--- src/rtl/pipe_ctrl_pkg.sv ---
// Shared types and constants for the pipeline stall/flush controller.
package pipe_ctrl_pkg;

    typedef enum logic [2:0] {
        ST_RUN     = 3'd0,
        ST_STALL_I = 3'd1,
        ST_STALL_D = 3'd2,
        ST_DRAIN   = 3'd3,
        ST_HALTED  = 3'd4
    } pipe_state_e;

    localparam int   DRAIN_CYCLES_DEFAULT = 3;
    localparam int   DRAIN_CNT_W          = 8;
    localparam logic RST_ACTIVE           = 1'b0;

endpackage

--- src/rtl/pipe_hazard_detect.sv ---
// Load-use hazard comparator; shared with the forwarding logic.
module pipe_hazard_detect (
    input  logic [3:0] IFIDSrcReg1,
    input  logic [3:0] IFIDSrcReg2,
    input  logic       IFIDUsesSrc2,
    input  logic [3:0] IDEXRegWrite,
    input  logic       IDEXMemRd,
    output logic       LoadUse
);

    logic match1;
    logic match2;

    assign match1  = (IDEXRegWrite == IFIDSrcReg1);
    assign match2  = IFIDUsesSrc2 && (IDEXRegWrite == IFIDSrcReg2);
    // R0 is hardwired, so a load into it never creates a dependency
    assign LoadUse = IDEXMemRd && (IDEXRegWrite != 4'd0) && (match1 || match2);

endmodule

--- src/rtl/pipeline_ctrl.sv ---
// Central stall/flush/halt-drain controller for the 5-stage pipeline.
// Optional perf counters (StallCycles, FlushCount) under `PIPE_CTRL_PERF_EN.
//
//   state    | meaning
//   RUN      | normal flow; hazards, branches and halt evaluated
//   STALL_I  | instruction memory busy, front end frozen
//   STALL_D  | data memory busy, whole pipe frozen (returns to RUN or DRAIN)
//   DRAIN    | halt moving through EX/MEM/WB, drain counter running
//   HALTED   | pipeline drained, everything frozen until reset
module pipeline_ctrl
    import pipe_ctrl_pkg::*;
#(
    parameter int DRAIN_CYCLES = DRAIN_CYCLES_DEFAULT
) (
    input  logic       clk,
    input  logic       rst,
    input  logic [3:0] IFIDSrcReg1,
    input  logic [3:0] IFIDSrcReg2,
    input  logic       IFIDUsesSrc2,
    input  logic [3:0] IDEXRegWrite,
    input  logic       IDEXMemRd,
    input  logic       BranchTaken,
    input  logic       HltID,
    input  logic       IMemBusy,
    input  logic       DMemBusy,
    output logic       PCWriteEnable,
    output logic       IFIDWriteEnable,
    output logic       IDEXWriteEnable,
    output logic       EXMEMWriteEnable,
    output logic       MEMWBWriteEnable,
    output logic       IFIDNoop,
    output logic       IDEXNoop,
    output logic       EXMEMNoop,
    output logic       MEMWBNoop,
    output logic       Halted,
    output logic [2:0] State
`ifdef PIPE_CTRL_PERF_EN
    ,
    output logic [15:0] StallCycles,
    output logic [15:0] FlushCount
`endif
);

    pipe_state_e            state_q, state_d, mode;
    logic                   from_drain_q, from_drain_d;
    logic [DRAIN_CNT_W-1:0] cnt_q, cnt_d;
    logic                   load_use;
    logic                   in_rst;
    logic                   pc_we, ifid_we, idex_we, exmem_we, memwb_we;
    logic                   ifid_noop, idex_noop, exmem_noop, memwb_noop;
    logic                   halted;

    pipe_hazard_detect u_hazard (
        .IFIDSrcReg1  (IFIDSrcReg1),
        .IFIDSrcReg2  (IFIDSrcReg2),
        .IFIDUsesSrc2 (IFIDUsesSrc2),
        .IDEXRegWrite (IDEXRegWrite),
        .IDEXMemRd    (IDEXMemRd),
        .LoadUse      (load_use)
    );

    always_ff @(posedge clk) begin
        if (rst == RST_ACTIVE) begin
            state_q      <= ST_RUN;
            from_drain_q <= 1'b0;
            cnt_q        <= '0;
        end else begin
            state_q      <= state_d;
            from_drain_q <= from_drain_d;
            cnt_q        <= cnt_d;
        end
    end

    always_comb begin
        state_d      = state_q;
        from_drain_d = from_drain_q;
        cnt_d        = cnt_q;
        pc_we        = 1'b1;
        ifid_we      = 1'b1;
        idex_we      = 1'b1;
        exmem_we     = 1'b1;
        memwb_we     = 1'b1;
        ifid_noop    = 1'b0;
        idex_noop    = 1'b0;
        exmem_noop   = 1'b0;
        memwb_noop   = 1'b0;
        halted       = 1'b0;

        // A stall state whose cause has cleared behaves like the state it
        // came from, so a stall costs exactly as many cycles as the busy.
        mode = state_q;
        if (state_q == ST_STALL_I) mode = ST_RUN;
        if (state_q == ST_STALL_D) mode = from_drain_q ? ST_DRAIN : ST_RUN;

        case (mode)
            ST_HALTED: begin
                pc_we    = 1'b0;
                ifid_we  = 1'b0;
                idex_we  = 1'b0;
                exmem_we = 1'b0;
                memwb_we = 1'b0;
                halted   = 1'b1;
                state_d  = ST_HALTED;
            end
            ST_DRAIN: begin
                if (DMemBusy) begin
                    pc_we        = 1'b0;
                    ifid_we      = 1'b0;
                    idex_we      = 1'b0;
                    exmem_we     = 1'b0;
                    memwb_we     = 1'b0;
                    memwb_noop   = 1'b1;
                    state_d      = ST_STALL_D;
                    from_drain_d = 1'b1;
                end else begin
                    pc_we     = 1'b0;
                    ifid_noop = 1'b1;
                    idex_noop = 1'b1;
                    if (cnt_q <= DRAIN_CNT_W'(1)) begin
                        cnt_d   = '0;
                        state_d = ST_HALTED;
                    end else begin
                        cnt_d   = cnt_q - DRAIN_CNT_W'(1);
                        state_d = ST_DRAIN;
                    end
                end
            end
            default: begin
                if (DMemBusy) begin
                    pc_we        = 1'b0;
                    ifid_we      = 1'b0;
                    idex_we      = 1'b0;
                    exmem_we     = 1'b0;
                    memwb_we     = 1'b0;
                    memwb_noop   = 1'b1;
                    state_d      = ST_STALL_D;
                    from_drain_d = 1'b0;
                end else if (IMemBusy) begin
                    pc_we     = 1'b0;
                    ifid_we   = 1'b0;
                    idex_noop = 1'b1;
                    state_d   = ST_STALL_I;
                end else if (load_use) begin
                    pc_we     = 1'b0;
                    ifid_we   = 1'b0;
                    idex_noop = 1'b1;
                    state_d   = ST_RUN;
                end else if (BranchTaken) begin
                    ifid_noop = 1'b1;
                    state_d   = ST_RUN;
                end else if (HltID) begin
                    pc_we     = 1'b0;
                    ifid_noop = 1'b1;
                    cnt_d     = DRAIN_CNT_W'(DRAIN_CYCLES);
                    state_d   = ST_DRAIN;
                end else begin
                    state_d = ST_RUN;
                end
            end
        endcase
    end

    // During reset every register loads a bubble
    assign in_rst           = (rst == RST_ACTIVE);
    assign PCWriteEnable    = in_rst | pc_we;
    assign IFIDWriteEnable  = in_rst | ifid_we;
    assign IDEXWriteEnable  = in_rst | idex_we;
    assign EXMEMWriteEnable = in_rst | exmem_we;
    assign MEMWBWriteEnable = in_rst | memwb_we;
    assign IFIDNoop         = in_rst | ifid_noop;
    assign IDEXNoop         = in_rst | idex_noop;
    assign EXMEMNoop        = in_rst | exmem_noop;
    assign MEMWBNoop        = in_rst | memwb_noop;
    assign Halted           = !in_rst && halted;
    assign State            = in_rst ? ST_RUN : state_q;

`ifdef PIPE_CTRL_PERF_EN
    logic [15:0] stall_cnt_q, flush_cnt_q;
    logic        stall_cycle, flush;

    assign stall_cycle = !pc_we && (state_q == ST_RUN || state_q == ST_STALL_I ||
                                    state_q == ST_STALL_D);
    // An IF/ID flush with the PC still advancing only happens for a taken branch
    assign flush       = ifid_noop && pc_we;

    always_ff @(posedge clk) begin
        if (rst == RST_ACTIVE) begin
            stall_cnt_q <= '0;
            flush_cnt_q <= '0;
        end else begin
            if (stall_cycle && stall_cnt_q != 16'hFFFF) stall_cnt_q <= stall_cnt_q + 16'd1;
            if (flush && flush_cnt_q != 16'hFFFF)       flush_cnt_q <= flush_cnt_q + 16'd1;
        end
    end

    assign StallCycles = stall_cnt_q;
    assign FlushCount  = flush_cnt_q;
`endif

endmodule

--- config.mk ---
export PLATFORM = sky130hd
export DESIGN_NAME = pipeline_ctrl
export DESIGN_NICKNAME = d
export VERILOG_FILES = /design/src/rtl/pipe_ctrl_pkg.sv /design/src/rtl/pipe_hazard_detect.sv /design/src/rtl/pipeline_ctrl.sv
export SDC_FILE = /design/constraint.sdc
export NUM_CORES = 1
export LEC_CHECK = 0
export BUFFER_PORTS_ARGS = -buffer_cell sky130_fd_sc_hd__buf_2
export CORE_MARGIN = 2
export CORE_UTILIZATION = 30
export CTS_CLUSTER_SIZE = 12
export DETAILED_ROUTE_END_ITERATION = 10
export MAX_ROUTING_LAYER = met4
export PLACE_DENSITY_LB_ADDON = 0.2
export SYNTH_ARGS = -nofsm -noshare
export SYNTH_HDL_FRONTEND = slang
export SYNTH_SLANG_ARGS = --single-unit
--- constraint.sdc ---
create_clock -name clk -period 2.15 [get_ports clk]
set_input_delay 0.1075 -clock clk [delete_from_list [all_inputs] [get_ports clk]]
set_output_delay 0.1075 -clock clk [all_outputs]
set_load 0.02 [all_outputs]
== Word-level counts from Yosys, hierarchy flattened ==
Cells that the tools add are included.
Widths: inputs -> output; s select.

* Flip-flop bits (word level): 12
* Output and inout bits: 13
* Input bits: 20

* Eq/ne operators: 9
* Reductions and logical operators: 10
* Mux-type cells: 48
* Bitwise gates (word level): 9
* Magnitude comparators: 1
* $add $sub $neg: 1

{| class="wikitable"
|+ Operator list
! cell !! count
|-
| $mux 8 || 7
|-
| $mux 1 || 24
|-
| $pmux 8 s2 || 1
|-
| $mux 3 || 5
|-
| $mux 2 || 6
|-
| $eq 4x4->1 || 2
|-
| $le 8x1->1 const B || 1
|-
| $pmux 1 s2 || 4
|-
| $sub 8x1->8 const B || 1
|-
| $eq 3x2->1 const B || 2
|-
| $ne 2x1->1 const B || 3
|-
| $or 1x1->1 || 6
|-
| $pmux 3 s2 || 1
|-
| $reduce_and 6->1 || 1
|-
| $logic_and 1x1->1 || 4
|-
| $reduce_bool 4->1 || 1
|-
| $eq 3x1->1 const B || 1
|-
| $eq 3x3->1 const B || 1
|-
| $not 1->1 || 3
|-
| $reduce_and 2->1 || 1
|-
| $reduce_bool 2->1 || 1
|-
| $reduce_or 2->1 || 1
|-
| $logic_or 1x1->1 || 1
|}

== Longest topological paths before layout ==
Gate-level depths: netlist of run 1.

* Depth after elaboration: 9
* Depth in mapped cells: 6

== Modules after synthesis ==
From an unflattened synthesis of run 1, not the netlist that was laid out.

* Cells, all modules: 109
* Area, all modules: 882.1 um^2

{| class="wikitable"
|+ By module, submodules not included
! module !! area an instance (um^2) !! seq. area each (um^2) !! cells an instance !! instances
|-
| pipeline_ctrl || 775.7 || 240.2 || 96 || 1
|-
| pipe_hazard_detect || 106.4 || 0.0 || 13 || 1
|}

== Worst setup path before layout of run 1 ==
No wires, ideal clock.

* Path kind: register to register
* From: reg cnt_q[0]
* To: reg cnt_q[6]
* Buffers on the path: 0
* Stages on the path, launching flop included: 7
* Arrival time: 1.517 ns
* Setup slack: 0.543 ns
* Path through: dfxtp_1 -> inv_1 -> ha_1 -> o2111a_1 -> nor2_1 -> o41ai_1 -> a221oi_2

* Longest elaborated chain between the ends: 4
* Elaborated cells on any way between the ends: 5

{| class="wikitable"
|+ RTL lines
! element !! line !! source
|-
| start, declared || pipeline_ctrl.sv:46 || <nowiki>logic [DRAIN_CNT_W-1:0] cnt_q, cnt_d;</nowiki>
|-
| start signal, assigned || pipeline_ctrl.sv:70 || <nowiki>cnt_q <= cnt_d;</nowiki>
|-
| $sub 8x1->8 / $le 8x1->1 (equally long branches) || pipeline_ctrl.sv:123, pipeline_ctrl.sv:119 ||
|-
| $mux 8 (*) || pipeline_ctrl.sv:119 || <nowiki>if (cnt_q <= DRAIN_CNT_W'(1)) begin</nowiki>
|-
| $mux 8 (*) || pipeline_ctrl.sv:106 || <nowiki>if (DMemBusy) begin</nowiki>
|-
| $pmux 8 s2 (*) || pipeline_ctrl.sv:95 || <nowiki>case (mode)</nowiki>
|}

Mark *: on every way between the ends. The rest lies on a longest branch, timed or not. The select of a mux whose other input is x is not followed.
A chain may end at the register's enable or synchronous reset.

== Final worst setup path of run 1 ==
Same ends and word-level chain as after synthesis.

==> qor.yml, run 1 <==
timing:
  whs_ns: 0.112
  worst_pin_slew_ns: 0.489
  timing.setup.tns_ns: 0
  finalCriticalPeriod_ns: 1.87
  fmax_mhz: 534
  hold_viol: 0
  fin_worst_skew_ns: 0.00209
  setup_viol: 0
  rsz0062_at_grt: "no"
  slew_viol_final: 0
  relSlewSlack_pct: 67.1
  timing.final.crit_share_pct: 87.1
critical_path:
  path_cells: "inv_1 > ha_1 > o2111a_1 > nor2_1 > o41ai_1 > a221oi_2"
  reg2reg_slack_ns: 0.28
  critPathCaptureType: "flop"
  worstSetupPathType: "flop to flop"
  critPathSlowestCell: "dfxtp_1"
  worstSetupStartpointType: "flop"
  required_ns: 2.35
  slowest_delay_ns: 0.40
  worstPathArrival_ns: 2.08
  critical_path.max_fanout: 8
floorplan:
  die_y_um: 58.8
  rows: 19
  core_sq_um: 2810
  initial_core_util_pct: 32.1
  die_w_um: 58.8
  die_area_sq_um: 3460
  ios: 33
clock_tree:
  postCtsSetupRepairBufs: 0
  postCtsHoldBufs: 0
  clk_pin_slew_ns: 0.08
  htree_levels: 1
  clock_latency_ns: 0.28
  ctsRootBufferMaster: "clkbuf_4"
  numCtsBuffers: 3
  tritoncts: "built"
  clockBufferDepth: 2
  cts_resized: 0
  cts_sinks: 12
global_route:
  antenna_found_initial: 0
  grt_max_degree: 16
  grt_pass1_wl_um: 3930
  grt_usage_pct: 15.1
  overflow: 0
  grt_pass1_vias: 887
route:
  dr.pass1.iters: 7
  drc_errors: 1
  drt_iter0_markers: 14
  vias_per_cell: 5.49
  wirelength_um: 2350
  wl_per_cell_um: 13.1
  ant_nets: 0
  vias: 982
logic_synthesis:
  ys.flop_type: "dfxtp_1"
  yosys.area.top_type_share_pct: 26.7
  synth-seq-cells: 12
  synth_area_per_cell_sq_um: 7.77
  seq_area_frac_synth_pct: 26.7
  post-synth-top-count-cell: "nor2_1"
  yosys-top-cells-area: "dfxtp_1 27%, nor2_1 6.7%, nand2_1 4.6%, o21ai_0 4.4%, xnor2_1 3.9%"
  ys.warnings.count: 0
  synthArstFlopShare_pct: 0
  synth_edf_count: 0
  netlist_area_sq_um: 901
  synthesis.nets: 138
  synthTopCellsByCount: "16 x nor2_1, 12 x dfxtp_1, 11 x nand2_1"
  synth_cell_types: 43
  yosys.area.top_type: "dfxtp_1"
  synthCells: 116
place:
  dpl.hpwl_um: 1830
  io_buffers: 32
  routabilityCongestion: 0.840
final_layout:
  drive_gt1_share_pct: 30.4
  fillCellCount: 307
  area_delta_synth_final_pct: 23.6
  num_antenna_cells: 0
  layout.nets: 171
run:
  maxCapViolCount: 0
power_and_ir_drop:
  vdd_drop_max_mv: 0.138
  p_leak_nw: 0.481
  power_density_nw_per_um2: 505
  power_mw: 0.562
run_status:
  status: "finished with violations"
  failed_checks: "DRC"
hold_path:
  hold_class: "input pin to flop"
[area by class of cell]
class	instances	area [sq um]	area share (%)
timing repair buffer	32	160	14.4
clock buffer	4	36.3	3.26
multi-input combinational	93	612	54.9
sequential	12	240	21.6
inverter	7	26.3	2.36
tap	31	38.8	3.48
[cells in the final DEF, fill, tap and decap left out, types with 2 or more instances in the layout]
| cell type | instances |
|---|---|
| xnor2_1 | 4 |
| dfxtp_1 | 12 |
| nand2b_1 | 2 |
| o211ai_1 | 2 |
| inv_1 | 5 |
| nor3_1 | 3 |
| clkbuf_4 | 3 |
| o21ai_0 | 8 |
| nand3_1 | 4 |
| xor2_1 | 4 |
| nor4_1 | 3 |
| nand2_1 | 11 |
| and2_1 | 3 |
| o311a_1 | 2 |
| o21ai_1 | 2 |
| a221oi_2 | 2 |
| a211oi_1 | 3 |
| nor2_1 | 16 |
| ha_1 | 2 |
| a21oi_1 | 2 |
| buf_2 | 32 |
[kinds of logic (layout without fill, tap and decap cells)]
kind of cell               Yosys count  after routing  share of synthesized area [%]
adders and majority gates            2              2                           2.78
AOI/OAI and AO/OA                   34             34                           30.1
buffers and inverters               11             43                           5.42
DFF                                 12             12                           26.7
and+or+nand+nor                     49             49                           27.2
xor gates and xnor gates             8              8                           7.78
[flip-flops by register name, summed over array words and instances, names as in the netlist]
name,count
state_q,3
cnt_q,8
from_drain_q,1
[routing by layer]
metal,track usage [%],vias up,part of all wire (%)
li1,-,493,-
met1,18.6,461,46
met2,23.8,24,48
met3,1.98,4,3.9
met4,8.12,0,2.0
met5,-,-,0
[power breakdown]
group	switching (mW)	total (mW)	internal (mW)	leakage (nW)
Clock	0.0847	0.188	0.103	0.0210
Combinational	0.0843	0.140	0.0557	0.363
Sequential	0.00653	0.234	0.228	0.0974
Total	0.176	0.562	0.387	0.481
[through the flow]
step                      instances  util (%)  setup slack, ns  area (sq um)
after global placement          175      38.4            0.381          1080
after CTS                       179      39.7            0.292          1110
after detailed placement        175      38.4            0.307          1080
after floorplan                 116         -            0.543           901
after global routing            179      39.7           0.0494          1110
final                           179      39.7            0.278          1110
[worst max-delay path: cells and delay by family (launching register included)]
family | cells | cell delay, ns
AOI/OAI and AO/OA | 3 | 0.74
DFF | 1 | 0.40
and+or+nand+nor | 1 | 0.35
adders and majority gates | 1 | 0.24
buffers and inverters | 1 | 0.07
[path summary, 6_finish.rpt]
| kind | from | to | depth (start not counted) |
|---|---|---|---|
| worst max-delay path | cnt_q[0]$_SDFFE_PN0P_ | cnt_q[6]$_SDFFE_PN0P_ | 6 |
| worst min-delay path | IMemBusy | state_q[0]$_SDFF_PN0_ | 2 |
| worst max register to register | cnt_q[0]$_SDFFE_PN0P_ | cnt_q[6]$_SDFFE_PN0P_ | 6 |
| worst min register to register | cnt_q[6]$_SDFFE_PN0P_ | cnt_q[6]$_SDFFE_PN0P_ | 2 |
(Power assumes the default switching activity.)
==> run 2: changes to the inputs <==
--- a/config.mk
+++ b/config.mk
@@ -12,6 +12,8 @@
 export DETAILED_ROUTE_END_ITERATION = 10
 export MAX_ROUTING_LAYER = met4
 export PLACE_DENSITY_LB_ADDON = 0.2
+export RECOVER_POWER = 25
 export SYNTH_ARGS = -nofsm -noshare
 export SYNTH_HDL_FRONTEND = slang
+export SYNTH_HIERARCHICAL = 1
 export SYNTH_SLANG_ARGS = --single-unit
==> qor.yml, run 2 <==
critical_path:
  crit_path_end: "PCWriteEnable"
  reg2reg_to: "cnt_q[3]$_SDFFE_PN0P_"
  critPathSlowestCell: "o41a_1"
  reg2reg_slack_ns: 0.23
  slowest_delay_ns: 0.43
  worstPathArrival_ns: 1.83
  critical_path.max_fanout: 4
  worstSetupStartpointType: "input pin"
  path_cells: "buf_2 > o41a_1 > nand3_1 > o2bb2ai_1 > buf_4 > nor2_1 > o2111ai_2 > o21ai_0 > buf_2"
  required_ns: 2.04
  crit_top_cell: "buf_2"
  critPathCaptureType: "primary output"
  crit_start: "IDEXRegWrite[1]"
  r2r_start: "cnt_q[5]$_SDFFE_PN0P_"
  r2r_cells: 4
  worstSetupPathType: "input pin to primary output"
final_layout:
  final_core_util_pct: 39.0
  largestRegisters: "cnt_q x8, state_q x3, from_drain_q x1"
  num_antenna_cells: 0
  fin_cells: 171
  largest_register: "cnt_q"
  stdcell_area_sq_um: 1080
  area_delta_synth_final_pct: 22.8
  drive_gt1_share_pct: 30.0
  ff_latch_area_sq_um: 240
  fillCellCount: 298
  multiInputGateArea_sq_um: 587
  final_cell_mix: "27 x buf_2, 12 x nor2_1, 12 x dfxtp_1"
  layout.nets: 164
  largest_register_ffs: 8
  final_common_cell: "buf_2"
clock_tree:
  clockBufferDepth: 2
  clock_latency_ns: 0.27
  cts_sinks: 12
  postCtsHoldBufs: 0
  ctsRootBufferMaster: "clkbuf_4"
  tritoncts: "built"
  htree_levels: 1
  postCtsSetupRepairBufs: 0
  clk_pin_slew_ns: 0.08
  numCtsBuffers: 3
route:
  vias: 916
  wl_per_cell_um: 12.6
  wirelength_um: 2160
  drt_iter0_markers: 29
  vias_per_cell: 5.36
  drc_errors: 0
  dr.pass1.iters: 4
  ant_nets: 0
power_and_ir_drop:
  vdd_drop_max_mv: 0.254
  p_leak_nw: 0.439
  power_mw: 0.562
  power_density_nw_per_um2: 518
run_status:
  status: "finished clean"
timing:
  worst_pin_slew_ns: 0.474
  hold_viol: 0
  whs_ns: 0.105
  setup_ws_ns: 0.209
  timing.final.crit_share_pct: 90.3
  rsz0062_at_grt: "no"
  fin_worst_skew_ns: 0.00441
  relSlewSlack_pct: 68.4
  setup_viol: 0
  timing.setup.tns_ns: 0
  fmax_mhz: 515
  finalCriticalPeriod_ns: 1.94
  slew_viol_final: 0
global_route:
  antenna_found_initial: 0
  grt_pass1_vias: 860
  overflow: 0
  grt_usage_pct: 14.2
  grt_max_degree: 13
  grt_pass1_wl_um: 3630
floorplan:
  ios: 33
  core_sq_um: 2780
  die_w_um: 58.2
  die_area_sq_um: 3390
  initial_core_util_pct: 31.7
  rows: 19
  die_y_um: 58.2
logic_synthesis:
  synthTopCellsByCount: "12 x dfxtp_1, 12 x nor2_1, 10 x a21oi_1"
  synth_cell_types: 40
  yosys-top-cells-area: "dfxtp_1 27%, a21oi_1 5.7%, nor2_1 5.1%, xnor2_1 4.0%, xor2_1 4.0%"
  synthArstFlopShare_pct: 0
  ys.flop_type: "dfxtp_1"
  ys.warnings.count: 6
  yosys.area.top_type_share_pct: 27.2
  synthCells: 109
  synth-seq-cells: 12
  yosys.area.top_type: "dfxtp_1"
  synth_area_per_cell_sq_um: 8.09
  synth_edf_count: 0
  synthesis.nets: 131
  netlist_area_sq_um: 882
  seq_area_frac_synth_pct: 27.2
run:
  maxCapViolCount: 0
place:
  placed_area_sq_um: 1060
  io_buffers: 32
  place_worst_setup_slack_ns: 0.0434
  dpl.hpwl_um: 1690
  routabilityCongestion: 0.826
  placedCellCount: 168
hold_path:
  hold_class: "input pin to flop"
[run 2: changes by cell type in the layout (fill, tap and decap cells not counted), moves of 4 or more]
cell	before	now
nand2_1	11	6
nor2_1	16	12
clkbuf_1	0	5
a21oi_1	2	10
buf_2	32	27
o21ai_0	8	4
[run 2: final cells by class]
type | count | area share (%)
Clock buffer | 3 | 2.08
Sequential cell | 12 | 22.2
Timing Repair Buffer | 34 | 15.6
Inverter | 7 | 2.42
Tap cell | 31 | 3.58
Multi-Input combinational cell | 84 | 54.2
[run 2: power by group]
| group | total, mW | switching [mW] | internal [mW] |
|---|---|---|---|
| combinational | 0.174 | 0.100 | 0.0737 |
| sequential | 0.243 | 0.0104 | 0.233 |
| clock | 0.145 | 0.0799 | 0.0648 |
[run 2: critical path: cells and delay by family]
family | cells | cell delay (ns)
AO/OA/AOI/OAI | 4 | 0.96
buffers and inverters | 3 | 0.45
AND/OR/NAND/NOR | 2 | 0.31
[run 2: how the worst min path moves through the flow]
stage,startpoint,endpoint,slack (ns),cells after the start
CTS,DMemBusy,state_q[0]$_SDFF_PN0_,0.1,2
global placement,DMemBusy,state_q[0]$_SDFF_PN0_,0.39,2
global route,DMemBusy,state_q[0]$_SDFF_PN0_,0.11,2
finish,DMemBusy,state_q[0]$_SDFF_PN0_,0.11,2
detailed placement,DMemBusy,state_q[0]$_SDFF_PN0_,0.39,2
floorplan,DMemBusy,state_q[0]$_SDFF_PN0_,0.19,1
[run 2: metal layers]
metal,vias to the layer above,share of wire [%],GRT usage (%)
met2,21,49,23.9
met1,428,44,16.4
met3,2,5.7,2.23
met5,-,0,-
li1,465,-,-
met4,0,0.93,6.98
[run 2: what timing repair did]
item,CTS,global route
resized for setup,0,1
setup endpoints to repair,0,2
hold endpoints to repair,0,0
[run 2: logic make-up (layout without fill, tap and decap cells)]
logic type | Yosys count | in the layout | synth area share (%)
flops | 12 | 12 | 27.2
buf+inv | 13 | 44 | 6.95
compound gates | 29 | 29 | 24.5
simple gates | 44 | 44 | 29.4
fa+ha+maj | 2 | 2 | 2.84
xor+xnor | 8 | 8 | 7.94
mux | 1 | 1 | 1.13
